[config.mk]
export PLATFORM = sky130hd
export DESIGN_NAME = si_responder
export DESIGN_NICKNAME = d
export VERILOG_FILES = /design/src/rtl/si_pkg.sv /design/src/rtl/si_regfile.sv /design/src/rtl/si_responder.sv
export SDC_FILE = /design/constraint.sdc
export NUM_CORES = 1
export LEC_CHECK = 0
export CAP_MARGIN = 20
export CORE_MARGIN = 2
export CORE_UTILIZATION = 55
export DETAILED_ROUTE_END_ITERATION = 16
export PLACE_DENSITY = 0.73
export SETUP_SLACK_MARGIN = 0.02
export SLEW_MARGIN = 25
export SYNTH_ARGS = -nofsm -noshare
export SYNTH_HDL_FRONTEND = slang
export SYNTH_SLANG_ARGS = --single-unit
export TNS_END_PERCENT = 50
[constraint.sdc]
create_clock -name clk -period 25.2 [get_ports clk]
set_input_delay 2.52 -clock clk [delete_from_list [all_inputs] [get_ports clk]]
set_output_delay 2.52 -clock clk [all_outputs]
set_load 0.02 [all_outputs]
[src/rtl/si_pkg.sv]
// Shared types and default widths for the simple-interface (si) protocol.
package si_pkg;

    typedef enum logic [1:0] {
        IDLE,
        WAIT,
        RESP
    } si_resp_state_t;

    localparam int SI_ADDR_W = 32;
    localparam int SI_DATA_W = 32;

endpackage

[src/rtl/si_regfile.sv]
// DEPTH x DATA_W word array: async reset to INIT_VALUE, one sync write port,
// one combinational read port.
module si_regfile
    import si_pkg::*;
#(
    parameter int                DEPTH      = 16,
    parameter int                DATA_W     = SI_DATA_W,
    parameter int                IDX_W      = 4,
    parameter logic [DATA_W-1:0] INIT_VALUE = '0
) (
    input  logic              clk,
    input  logic              reset,
    input  logic              wen,
    input  logic [IDX_W-1:0]  waddr,
    input  logic [DATA_W-1:0] wdata,
    input  logic [IDX_W-1:0]  raddr,
    output logic [DATA_W-1:0] rdata
);

    logic [DATA_W-1:0] mem_q [DEPTH];

    always_ff @(posedge clk or posedge reset) begin
        if (reset) begin
            for (int i = 0; i < DEPTH; i++) begin
                mem_q[i] <= INIT_VALUE;
            end
        end else if (wen) begin
            mem_q[waddr] <= wdata;
        end
    end

    assign rdata = mem_q[raddr];

endmodule

[src/rtl/si_responder.sv]
// Target-side si endpoint: latches a request, waits WAIT_CYCLES, then performs
// the read/write against a local register array and pulses fin for one cycle.
module si_responder
    import si_pkg::*;
#(
    parameter int                ADDR_W      = SI_ADDR_W,
    parameter int                DATA_W      = SI_DATA_W,
    parameter int                DEPTH       = 16,
    parameter int                WAIT_CYCLES = 0,
    parameter logic [DATA_W-1:0] INIT_VALUE  = '0
) (
    input  logic              clk,
    input  logic              reset,
    input  logic              exec,
    input  logic              we,
    input  logic [ADDR_W-1:0] si_address,
    input  logic [DATA_W-1:0] si_data,
    output logic [DATA_W-1:0] si_rdata,
    output logic              fin,
    output logic              err,
    output logic              busy
);

    localparam int              IDX_W   = (DEPTH > 1) ? $clog2(DEPTH) : 1;
    localparam logic [ADDR_W:0] DEPTH_X = (ADDR_W + 1)'(DEPTH);

    si_resp_state_t    state_q, state_d;
    logic [7:0]        cnt_q, cnt_d;
    logic              we_q, we_d;
    logic [ADDR_W-1:0] addr_q, addr_d;
    logic [DATA_W-1:0] data_q, data_d;
    logic [DATA_W-1:0] rdata_q, rdata_d;
    logic              err_q, err_d;
    logic              wen;
    logic              in_range;
    logic [DATA_W-1:0] rf_rdata;

    // Full-width compare: high address bits must not alias into the array.
    assign in_range = ({1'b0, addr_q} < DEPTH_X);

    si_regfile #(
        .DEPTH      (DEPTH),
        .DATA_W     (DATA_W),
        .IDX_W      (IDX_W),
        .INIT_VALUE (INIT_VALUE)
    ) u_regfile (
        .clk   (clk),
        .reset (reset),
        .wen   (wen),
        .waddr (addr_q[IDX_W-1:0]),
        .wdata (data_q),
        .raddr (addr_q[IDX_W-1:0]),
        .rdata (rf_rdata)
    );

    always_ff @(posedge clk or posedge reset) begin
        if (reset) begin
            state_q <= IDLE;
            cnt_q   <= '0;
            we_q    <= 1'b0;
            addr_q  <= '0;
            data_q  <= '0;
            rdata_q <= '0;
            err_q   <= 1'b0;
        end else begin
            state_q <= state_d;
            cnt_q   <= cnt_d;
            we_q    <= we_d;
            addr_q  <= addr_d;
            data_q  <= data_d;
            rdata_q <= rdata_d;
            err_q   <= err_d;
        end
    end

    always_comb begin
        state_d = state_q;
        cnt_d   = cnt_q;
        we_d    = we_q;
        addr_d  = addr_q;
        data_d  = data_q;
        rdata_d = rdata_q;
        err_d   = err_q;
        wen     = 1'b0;
        case (state_q)
            IDLE: begin
                if (exec) begin
                    we_d    = we;
                    addr_d  = si_address;
                    data_d  = si_data;
                    // Loading WAIT_CYCLES (not -1) lands the response edge
                    // exactly WAIT_CYCLES+1 edges after acceptance.
                    cnt_d   = 8'(WAIT_CYCLES);
                    state_d = WAIT;
                end
            end
            WAIT: begin
                if (cnt_q == 8'd0) begin
                    state_d = RESP;
                    err_d   = ~in_range;
                    wen     = we_q & in_range;
                    rdata_d = (~we_q & in_range) ? rf_rdata : '0;
                end else begin
                    cnt_d = cnt_q - 8'd1;
                end
            end
            RESP: begin
                state_d = IDLE;
                rdata_d = '0;
                err_d   = 1'b0;
            end
            default: state_d = IDLE;
        endcase
    end

    assign fin      = (state_q == RESP);
    assign busy     = (state_q != IDLE);
    assign err      = err_q;
    assign si_rdata = rdata_q;

endmodule

==> impl_metrics.csv, run 1 <==
group,metric,value,unit
timing,finalSetupViolCount,0,
cells_and_area,drive_gt1_share,39.4,%
synth,synth_cells,1839,
route,drtIter0Drc,1375,
global_route,grt_pass1_vias,16555,
clock_tree,tritoncts,"done",
clock_tree,cts_made_buffers,66,
global_route,grt_usage,25.4,%
die,start_util,55.9,%
synth,synth_nets,1909,
cells_and_area,fillCellCount,3582,
clock_tree,path_clk_slew,60,ps
synth,synth.top_cell.area_share,56.5,%
clock_tree,ctsLongestPathBuffers,3,
power_and_ir_drop,max-vdd-ir-drop,0.0465,mV
die,io_pins,103,
worst_setup_path,start_kind,"register",
cells_and_area,nNetsFinal,1943,
clock_tree,hold_buffers,0,
route,vias_per_cell,6.09,
route,wl_per_cell,24.2,µm
route,wirelength,62400,µm
placement,port-buffer-count,102,
timing,rsz0062_at_grt,"no",
cells_and_area,multi_input_area,11100,µm²
worst_setup_path,critPathCaptureType,"output pin",
synth,synthTopCellsByArea,"dfrtp_1, mux2_2, mux4_2",
synth,synth-main-ff-cell,"dfrtp_1",
die,rows,81,
clock_tree,cts_repair_resize_count,0,
global_route,overflow,0,
timing,drv_slew,0,
run,max_cap_violations,0,
die,core_area,49200,µm²
timing,finalSetupTns,0,ps
cells_and_area,diodes,0,
power_and_ir_drop,powerDensity,64.9,nW/µm²
timing,max_freq,0.223,GHz
power_and_ir_drop,leakagePower,15.0,nW
placement,preCtsSetupSlack,19310,ps
hold_path,hp-class,"reg2reg",
outcome,outcome,"completed",
global_route,antenna_found_initial,0,
synth,synth_area,27500,µm²
route,ant_nets,0,
clock_tree,post-cts-setup-buffers,0,
global_route,grt_pass1_wl,97800,µm
synth,synth-seq-cells,620,
route,drc,0,
cells_and_area,regArea,15500,µm²
timing,fin_crit_sh,17.8,%
placement,place_inst,2469,
synth,synth-async-reset-ratio,100,%
timing,fin_ws,20720,ps
worst_setup_path,crit_fanout,4,
clock_tree,cts_max_level,3,
timing,finalClockSkew,19.9,ps
worst_setup_path,critPathKind,"reg2out",
timing,hold_violations,0,
timing,max_slew_margin,26.3,%
clock_tree,root_buffer,"clkbuf_16",
die,die_h,228,µm
timing,tightest_slew,1100,ps
synth,syn_avg_cell_area,14.9,µm²
synth,yosys.area.top_type,"dfrtp_1",
placement,gp_congestion,0.727,
global_route,grt_max_degree,142,
synth,synth.distinct_cells,39,
cells_and_area,syn_to_final_growth,12.3,%
route,vias,15714,
route,first_pass_iters,5,
worst_setup_path,crit_chain,"nor2b_1 -> clkdlybuf4s50_1",
worst_setup_path,worst_ep_arrival_time,1960,ps
placement,hpwl,31800,µm
synth,ys_warn_count,0,
die,die-width,228,µm
synth,synth_edf_count,0,
worst_setup_path,slowest_stage,"clkdlybuf4s50_1",
worst_setup_path,worst_ep_required_time,22680,ps
cells_and_area,stdcell_count,2579,
timing,fin_crit,4480,ps
die,die_area,51800,µm²
worst_setup_path,slowest_delay,680,ps
clock_tree,insertion_delay,590,ps
clock_tree,cts_sinks,620,
synth,yosysSeqAreaShare,56.5,%
==> Yosys cell counts, types with 3 or more instances <==
| cell | count |
|---|---|
| a22o_1 | 32 |
| a22oi_1 | 64 |
| buf_1 | 10 |
| buf_2 | 34 |
| buf_4 | 4 |
| buf_6 | 30 |
| clkbuf_1 | 78 |
| dfrtp_1 | 620 |
| inv_1 | 4 |
| mux2_1 | 35 |
| mux2_2 | 478 |
| mux4_2 | 128 |
| nand2_1 | 232 |
| nand2b_1 | 4 |
| nand3_1 | 3 |
| nand4_4 | 15 |
| nor2_1 | 18 |
| nor2b_1 | 4 |
| nor3_1 | 4 |
| nor4_1 | 9 |
| o21ai_0 | 4 |
==> layer usage <==
| layer | vias to the layer above | GRT usage (%) | wire, µm |
|---|---|---|---|
| li1 | 6784 | - | - |
| met1 | 8488 | 37.3 | 28800 |
| met2 | 360 | 39.9 | 29700 |
| met3 | 82 | 3.59 | 2830 |
| met4 | 0 | 7.36 | 1120 |
| met5 | - | 0 | 0 |
==> flip-flops by register name, indices dropped and copies added, names as in the netlist <==
register and flops:
u_regfile.mem_q 512, si_rdata 32, err 1, cnt_q 8
data_q 32, state_q 2, addr_q 32, we_q 1
==> cells in the final DEF (no fill, tap or decap), drive strengths merged, types with 3 or more instances in the layout <==
| master | count |
|---|---|
| dfrtp | 620 |
| mux2 | 513 |
| nand2 | 232 |
| mux4 | 128 |
| clkdlybuf4s50 | 102 |
| clkbuf | 95 |
| a22oi | 64 |
| a22o | 32 |
| buf | 21 |
| nor2 | 18 |
| nand4 | 17 |
| clkinv | 12 |
| nor4 | 9 |
| nor3 | 5 |
| nand2b | 4 |
| o21ai | 4 |
| bufinv | 4 |
| nor2b | 4 |
| nand3 | 3 |
| inv | 3 |
==> per-stage QoR <==
stage | instance area, µm² | hold WS (ps) | util [%] | power [mW]
floorplan | 27500 | 446 | - | 1.03
global placement | 28700 | 461 | 58.3 | 1.04
detailed placement | 28700 | 463 | 58.3 | 1.05
CTS | 30800 | 477 | 62.7 | 2.02
global route | 30900 | 497 | 62.8 | 2.06
finish | 30900 | 474 | 62.8 | 2.00
==> cells by family after synthesis <==
family	share of synthesized area [%]
fa+ha+maj	0.0911
mux	31.6
buf+inv	3.23
compound gates	3.00
xor+xnor	0.0638
simple gates	5.56
flops	56.5
==> power by group <==
part	internal (mW)	leakage (nW)	switching [mW]	total [mW]
logic	0.0101	5.30	0.0207	0.0308
registers	0.996	8.64	0	0.996
clock network	0.590	1.08	0.387	0.976
==> critical path: cells and delay by family, from the launching register on <==
| family | cells | cell delay [ps] |
|---|---|---|
| AND/OR/NAND/NOR | 1 | 310 |
| buffers and inverters | 1 | 680 |
| flip-flops | 1 | 390 |
==> final cells by class <==
| class | count | area share (%) |
|---|---|---|
| Tap cell | 664 | 2.69 |
| Clock inverter | 15 | 0.567 |
| Sequential cell | 620 | 50.3 |
| Inverter | 4 | 0.0892 |
| Timing Repair Buffer | 123 | 3.89 |
| Multi-Input combinational cell | 1058 | 36.0 |
| Clock buffer | 95 | 6.48 |
==> final timing paths <==
path | slack (ps) | endpoint | cells past startpoint | from
max in group asynchronous | 20750 | u_regfile.mem_q[295] | 4 | reset
min in group asynchronous | 2460 | addr_q[7] | 2 | reset
min reg2reg | 470 | addr_q[11] | 2 | addr_q[11]
max | 20720 | fin | 2 | state_q[0]
min | 470 | addr_q[11] | 2 | addr_q[11]
max reg2reg | 21730 | u_regfile.mem_q[435] | 5 | cnt_q[2]
Note: power is estimated with default switching activity, not from simulation.
==> run 2: changes to the inputs <==
- clock period: 25.2 -> 4.3 ns (I/O delays scaled with it)
==> impl_metrics.csv, run 2 (synthesized netlist as in run 1, its figures left out) <==
group,metric,value,unit
outcome,outcome,"completed",
cells_and_area,top_register,"u_regfile.mem_q",
power_and_ir_drop,combPwrFrac,1.7,%
timing,whs,354,ps
route,ant_nets,0,
timing,finalClockSkew,20.1,ps
timing,max_freq,0.306,GHz
worst_setup_path,start_kind,"register",
route,vias_per_cell,6.10,
global_route,grt_pass1_wl,101000,µm
cells_and_area,final_common_cell,"dfrtp_1",
power_and_ir_drop,p_total,11.7,mW
clock_tree,cts_repair_resize_count,0,
cells_and_area,final_cell_mix,"dfrtp_1, mux2_2, nand2_1",
timing,drv_slew,0,
placement,hpwl,35000,µm
clock_tree,cts_sinks,620,
placement,port-buffer-count,102,
worst_setup_path,crit_fanout,24,
timing,fin_crit_sh,75.9,%
global_route,overflow,0,
cells_and_area,diodes,0,
timing,rsz0062_at_grt,"no",
power_and_ir_drop,power.internal,9.27,mW
die,core_area,49200,µm²
run,max_cap_violations,0,
power_and_ir_drop,max-vdd-ir-drop,0.300,mV
timing,hold_violations,0,
global_route,antenna_found_initial,1,
timing,max_slew_margin,35.5,%
timing,tightest_slew,965,ps
clock_tree,hold_buffers,0,
worst_setup_path,cp_common_cell,"buf_4",
route,drtIter0Drc,1283,
die,die_h,228,µm
route,first_pass_iters,5,
worst_setup_path,path_delay_family,"simple AND/OR/NAND/NOR gates",
power_and_ir_drop,p_clk_share,48.3,%
cells_and_area,drive_gt1_share,40.0,%
worst_setup_path,slowest_stage,"and4b_2",
clock_tree,cts_made_buffers,66,
worst_setup_path,slowest_delay,960,ps
worst_setup_path,worst_ep_arrival_time,3790,ps
cells_and_area,largest_reg_flops,512,
global_route,grt_usage,26.0,%
worst_setup_path,path_buf_inv,3,
power_and_ir_drop,p_sw,2.40,mW
route,wirelength,63800,µm
clock_tree,tritoncts,"done",
hold_path,hp-class,"in2reg",
timing,fin_ws,1030,ps
power_and_ir_drop,swShare,20.6,%
clock_tree,root_buffer,"clkbuf_16",
clock_tree,path_clk_slew,60,ps
timing,finalSetupViolCount,0,
power_and_ir_drop,power_frac_seq,50.0,%
power_and_ir_drop,leakagePower,15.1,nW
worst_setup_path,critPathCaptureType,"register",
global_route,grt_pass1_vias,17067,
die,start_util,55.9,%
worst_setup_path,worst_ep_required_time,4820,ps
route,vias,15897,
die,io_pins,103,
route,drc,0,
placement,preCtsSetupSlack,1120,ps
worst_setup_path,critPathKind,"reg2reg",
placement,gp_congestion,0.781,
cells_and_area,syn_to_final_growth,13.2,%
clock_tree,insertion_delay,600,ps
global_route,grt_max_degree,122,
cells_and_area,nNetsFinal,1967,
clock_tree,post-cts-setup-buffers,0,
worst_setup_path,crit_chain,"inv_1 -> ha_1 -> or3b_2 -> nor3_4 -> buf_4 -> and4b_2 -> buf_4 -> a22o_1",
clock_tree,cts_max_level,3,
die,rows,81,
timing,fin_crit,3270,ps
die,die_area,51800,µm²
clock_tree,ctsLongestPathBuffers,3,
power_and_ir_drop,powerDensity,375,nW/µm²
route,wl_per_cell,24.5,µm
die,die-width,228,µm
run 2: changes by cell type in the layout (fill, tap and decap cells not counted), sizes merged:
cell,change
buf,+24
clkbuf,+8
clkinv,-5
bufinv,-2
clkinvlp,+1
inv,+1
run 2: routing by layer:
| metal | global-route usage, % | vias up | routed length, µm |
|---|---|---|---|
| met4 | 7.42 | 0 | 1580 |
| met5 | 0 | - | 0 |
| met1 | 37.1 | 8571 | 28300 |
| met2 | 41.7 | 398 | 30800 |
| met3 | 4.40 | 111 | 3170 |
| li1 | - | 6817 | - |
run 2: cell type report:
cell class	count	area [µm²]
well taps	664	831
multi-input cells	1058	11100
clock buffers	103	2040
repair buffers	147	1470
inverters	4	18.8
clock inverters	10	104
fillers	3612	18100
flip-flops and latches	620	15500
run 2: path summary, 6_finish.rpt:
| check | from | end | slack (ps) | cells past startpoint |
|---|---|---|---|---|
| min in group asynchronous | reset | u_regfile.mem_q[23] | 410 | 2 |
| max in group asynchronous | reset | u_regfile.mem_q[420] | 2720 | 3 |
| worst max-delay path | cnt_q[0] | si_rdata[30] | 1030 | 8 |
| worst min register to register | addr_q[9] | addr_q[9] | 480 | 2 |
| worst max register to register | cnt_q[0] | si_rdata[30] | 1030 | 8 |
| worst min-delay path | si_data[3] | data_q[3] | 350 | 3 |
run 2: metrics by stage:
step / cell area (µm²) / TNS, ps / utilization, % / instances
after floorplan: 27500 / -2847650 / - / 1839
after global placement: 29000 / 0 / 58.9 / 2493
after detailed placement: 29000 / 0 / 58.9 / 2493
after CTS: 31100 / 0 / 63.3 / 2606
after global routing: 31100 / 0 / 63.3 / 2606
final: 31100 / 0 / 63.3 / 2606
run 2: worst register-to-register path: stages, from the launching register on:
cell and delay, ps:
dfrtp_1 380, inv_1 110, ha_1 170, or3b_2 520, nor3_4 160, buf_4 430, and4b_2 960, buf_4 320
a22o_1 150
run 2: power by group through the flow:
stage	combinational, mW	sequential (mW)	clock (mW)
2_1_floorplan	0.0855	5.95	0
3_5_place_dp	0.202	5.94	0
5_1_grt	0.223	5.83	5.99
6_report	0.193	5.83	5.64
3_3_place_gp	0.197	5.94	0
4_1_cts	0.202	5.83	5.72
==> run 3: changes to the inputs <==
- PLACE_DENSITY: 0.73 -> 0.76
- clock period: 4.3 -> 2.8 ns (I/O delays scaled with it)
==> impl_metrics.csv, run 3 (synthesized netlist as in run 1, its figures left out) <==
group,metric,value,unit
clock_tree,tritoncts,"done",
cells_and_area,largest_reg_flops,512,
worst_setup_path,worst_ep_required_time,3290,ps
clock_tree,cts_max_level,2,
die,die_area,51800,µm²
power_and_ir_drop,max-vdd-ir-drop,0.438,mV
timing,finalSetupTns,0,ps
timing,fin_crit_sh,96.0,%
clock_tree,cts_sinks,620,
cells_and_area,diodes,0,
timing,finalSetupViolCount,0,
die,start_util,55.9,%
route,drc,0,
timing,rsz0062_at_grt,"no",
cells_and_area,syn_to_final_growth,14.5,%
placement,hpwl,37900,µm
worst_setup_path,start_kind,"register",
route,wl_per_cell,23.7,µm
timing,finalClockSkew,8.72,ps
worst_setup_path,crit_fanout,19,
clock_tree,path_clk_slew,60,ps
route,wirelength,62400,µm
clock_tree,cts_made_buffers,61,
hold_path,hp-class,"in2reg",
cells_and_area,nNetsFinal,2003,
worst_setup_path,reg2reg_slack,110,ps
placement,gp_congestion,0.775,
route,vias,15903,
worst_setup_path,critPathKind,"reg2reg",
worst_setup_path,worst_ep_arrival_time,3180,ps
placement,place_inst,2530,
worst_setup_path,timing.rr.end,"u_regfile.mem_q[211]",
global_route,grt_pass1_wl,99400,µm
cells_and_area,drive_gt1_share,41.2,%
die,core_area,49200,µm²
global_route,grt_pass1_vias,17306,
timing,max_freq,0.372,GHz
placement,port-buffer-count,102,
cells_and_area,final_cell_mix,"dfrtp_1, mux2_2, nand2_1",
clock_tree,root_buffer,"clkbuf_16",
die,io_pins,103,
route,ant_nets,0,
worst_setup_path,critPathCaptureType,"register",
timing,tightest_slew,1040,ps
global_route,overflow,0,
die,rows,81,
route,drtIter0Drc,1059,
timing,max_slew_margin,30.2,%
power_and_ir_drop,powerDensity,554,nW/µm²
hold_path,min_path_cells,3,
global_route,grt_usage,25.3,%
worst_setup_path,reg2reg_depth,8,
worst_setup_path,rr_startpoint,"cnt_q[0]",
power_and_ir_drop,leakagePower,15.3,nW
route,vias_per_cell,6.03,
timing,fin_crit,2690,ps
cells_and_area,final_common_cell,"dfrtp_1",
global_route,grt_max_degree,109,
route,first_pass_iters,5,
hold_path,min_to,"data_q[14]",
die,die_h,228,µm
clock_tree,insertion_delay,620,ps
cells_and_area,stdcell_count,2638,
clock_tree,ctsLongestPathBuffers,3,
timing,hold_violations,0,
hold_path,worstHoldStart,"si_data[14]",
die,die-width,228,µm
global_route,antenna_found_initial,0,
cells_and_area,top_register,"u_regfile.mem_q",
outcome,outcome,"completed",
power_and_ir_drop,p_total,17.4,mW
timing,drv_slew,0,
run,max_cap_violations,0,
==> run 3: cell count changes in the layout (fill, tap and decap cells not counted), sizes merged <==
cell | previous run | this run
inv | 4 | 3
buf | 45 | 85
clkinv | 7 | 11
bufinv | 2 | 5
clkinvlp | 1 | 5
dlygate4sd3 | 0 | 1
clkbuf | 103 | 84
==> run 3: where the power goes <==
part,internal (mW),switching (mW)
Clock,4.74,3.40
Sequential,8.96,0
Combinational,0.122,0.194
==> run 3: critical path: stages (launching register included) <==
cell	delay, ps
dfrtp_1	390
inv_1	110
ha_1	180
or3b_2	520
nor3_4	350
buf_4	240
nand4_4	90
buf_4	280
mux2_1	370
==> run 3: metal layers <==
metal  GRT usage, %  up-vias  routed length, µm
met4           8.88        0               1970
met1           35.0     8554              27000
li1               -     6904                  -
met2           41.7      333              30700
met3           3.48      112               2660
met5              0        -                  0
==> run 3: how the worst max path moves through the flow <==
stage                     startpoint                    to  cells past startpoint
after global placement      cnt_q[0]  u_regfile.mem_q[302]                      8
after global routing        cnt_q[0]          si_rdata[31]                      8
after detailed placement    cnt_q[0]  u_regfile.mem_q[299]                      8
after CTS                   cnt_q[0]   u_regfile.mem_q[14]                      8
final                       cnt_q[0]  u_regfile.mem_q[211]                      8
after floorplan                reset             addr_q[0]                      1
==> run 3: layout make-up <==
| cell class | count | area [µm²] |
|---|---|---|
| Fill cell | 3531 | 17700 |
| Clock buffer | 84 | 1730 |
| Inverter | 4 | 18.8 |
| Timing Repair Buffer | 188 | 2000 |
| Multi-Input combinational cell | 1058 | 11100 |
| Clock inverter | 20 | 235 |
| Sequential cell | 620 | 15500 |
| Tap cell | 664 | 831 |
==> run 3: stage by stage <==
step	utilization [%]	hold slack, ps	instance area (µm²)	setup WS (ps)
2_1_floorplan	-	385	27500	-5940
3_3_place_gp	59.9	459	29400	164
3_5_place_dp	59.9	463	29400	83.0
4_1_cts	63.9	166	31400	53.5
5_1_grt	64.0	192	31500	19.2
6_report	64.0	187	31500	111
==> run 3: repair_timing <==
action / CTS / global route
setup endpoints to repair: 0 / 224
setup buffers: 0 / 3
resized for setup: 0 / 5
hold buffers: 1 / 0
endpoints found under the hold margin: 1 / 0
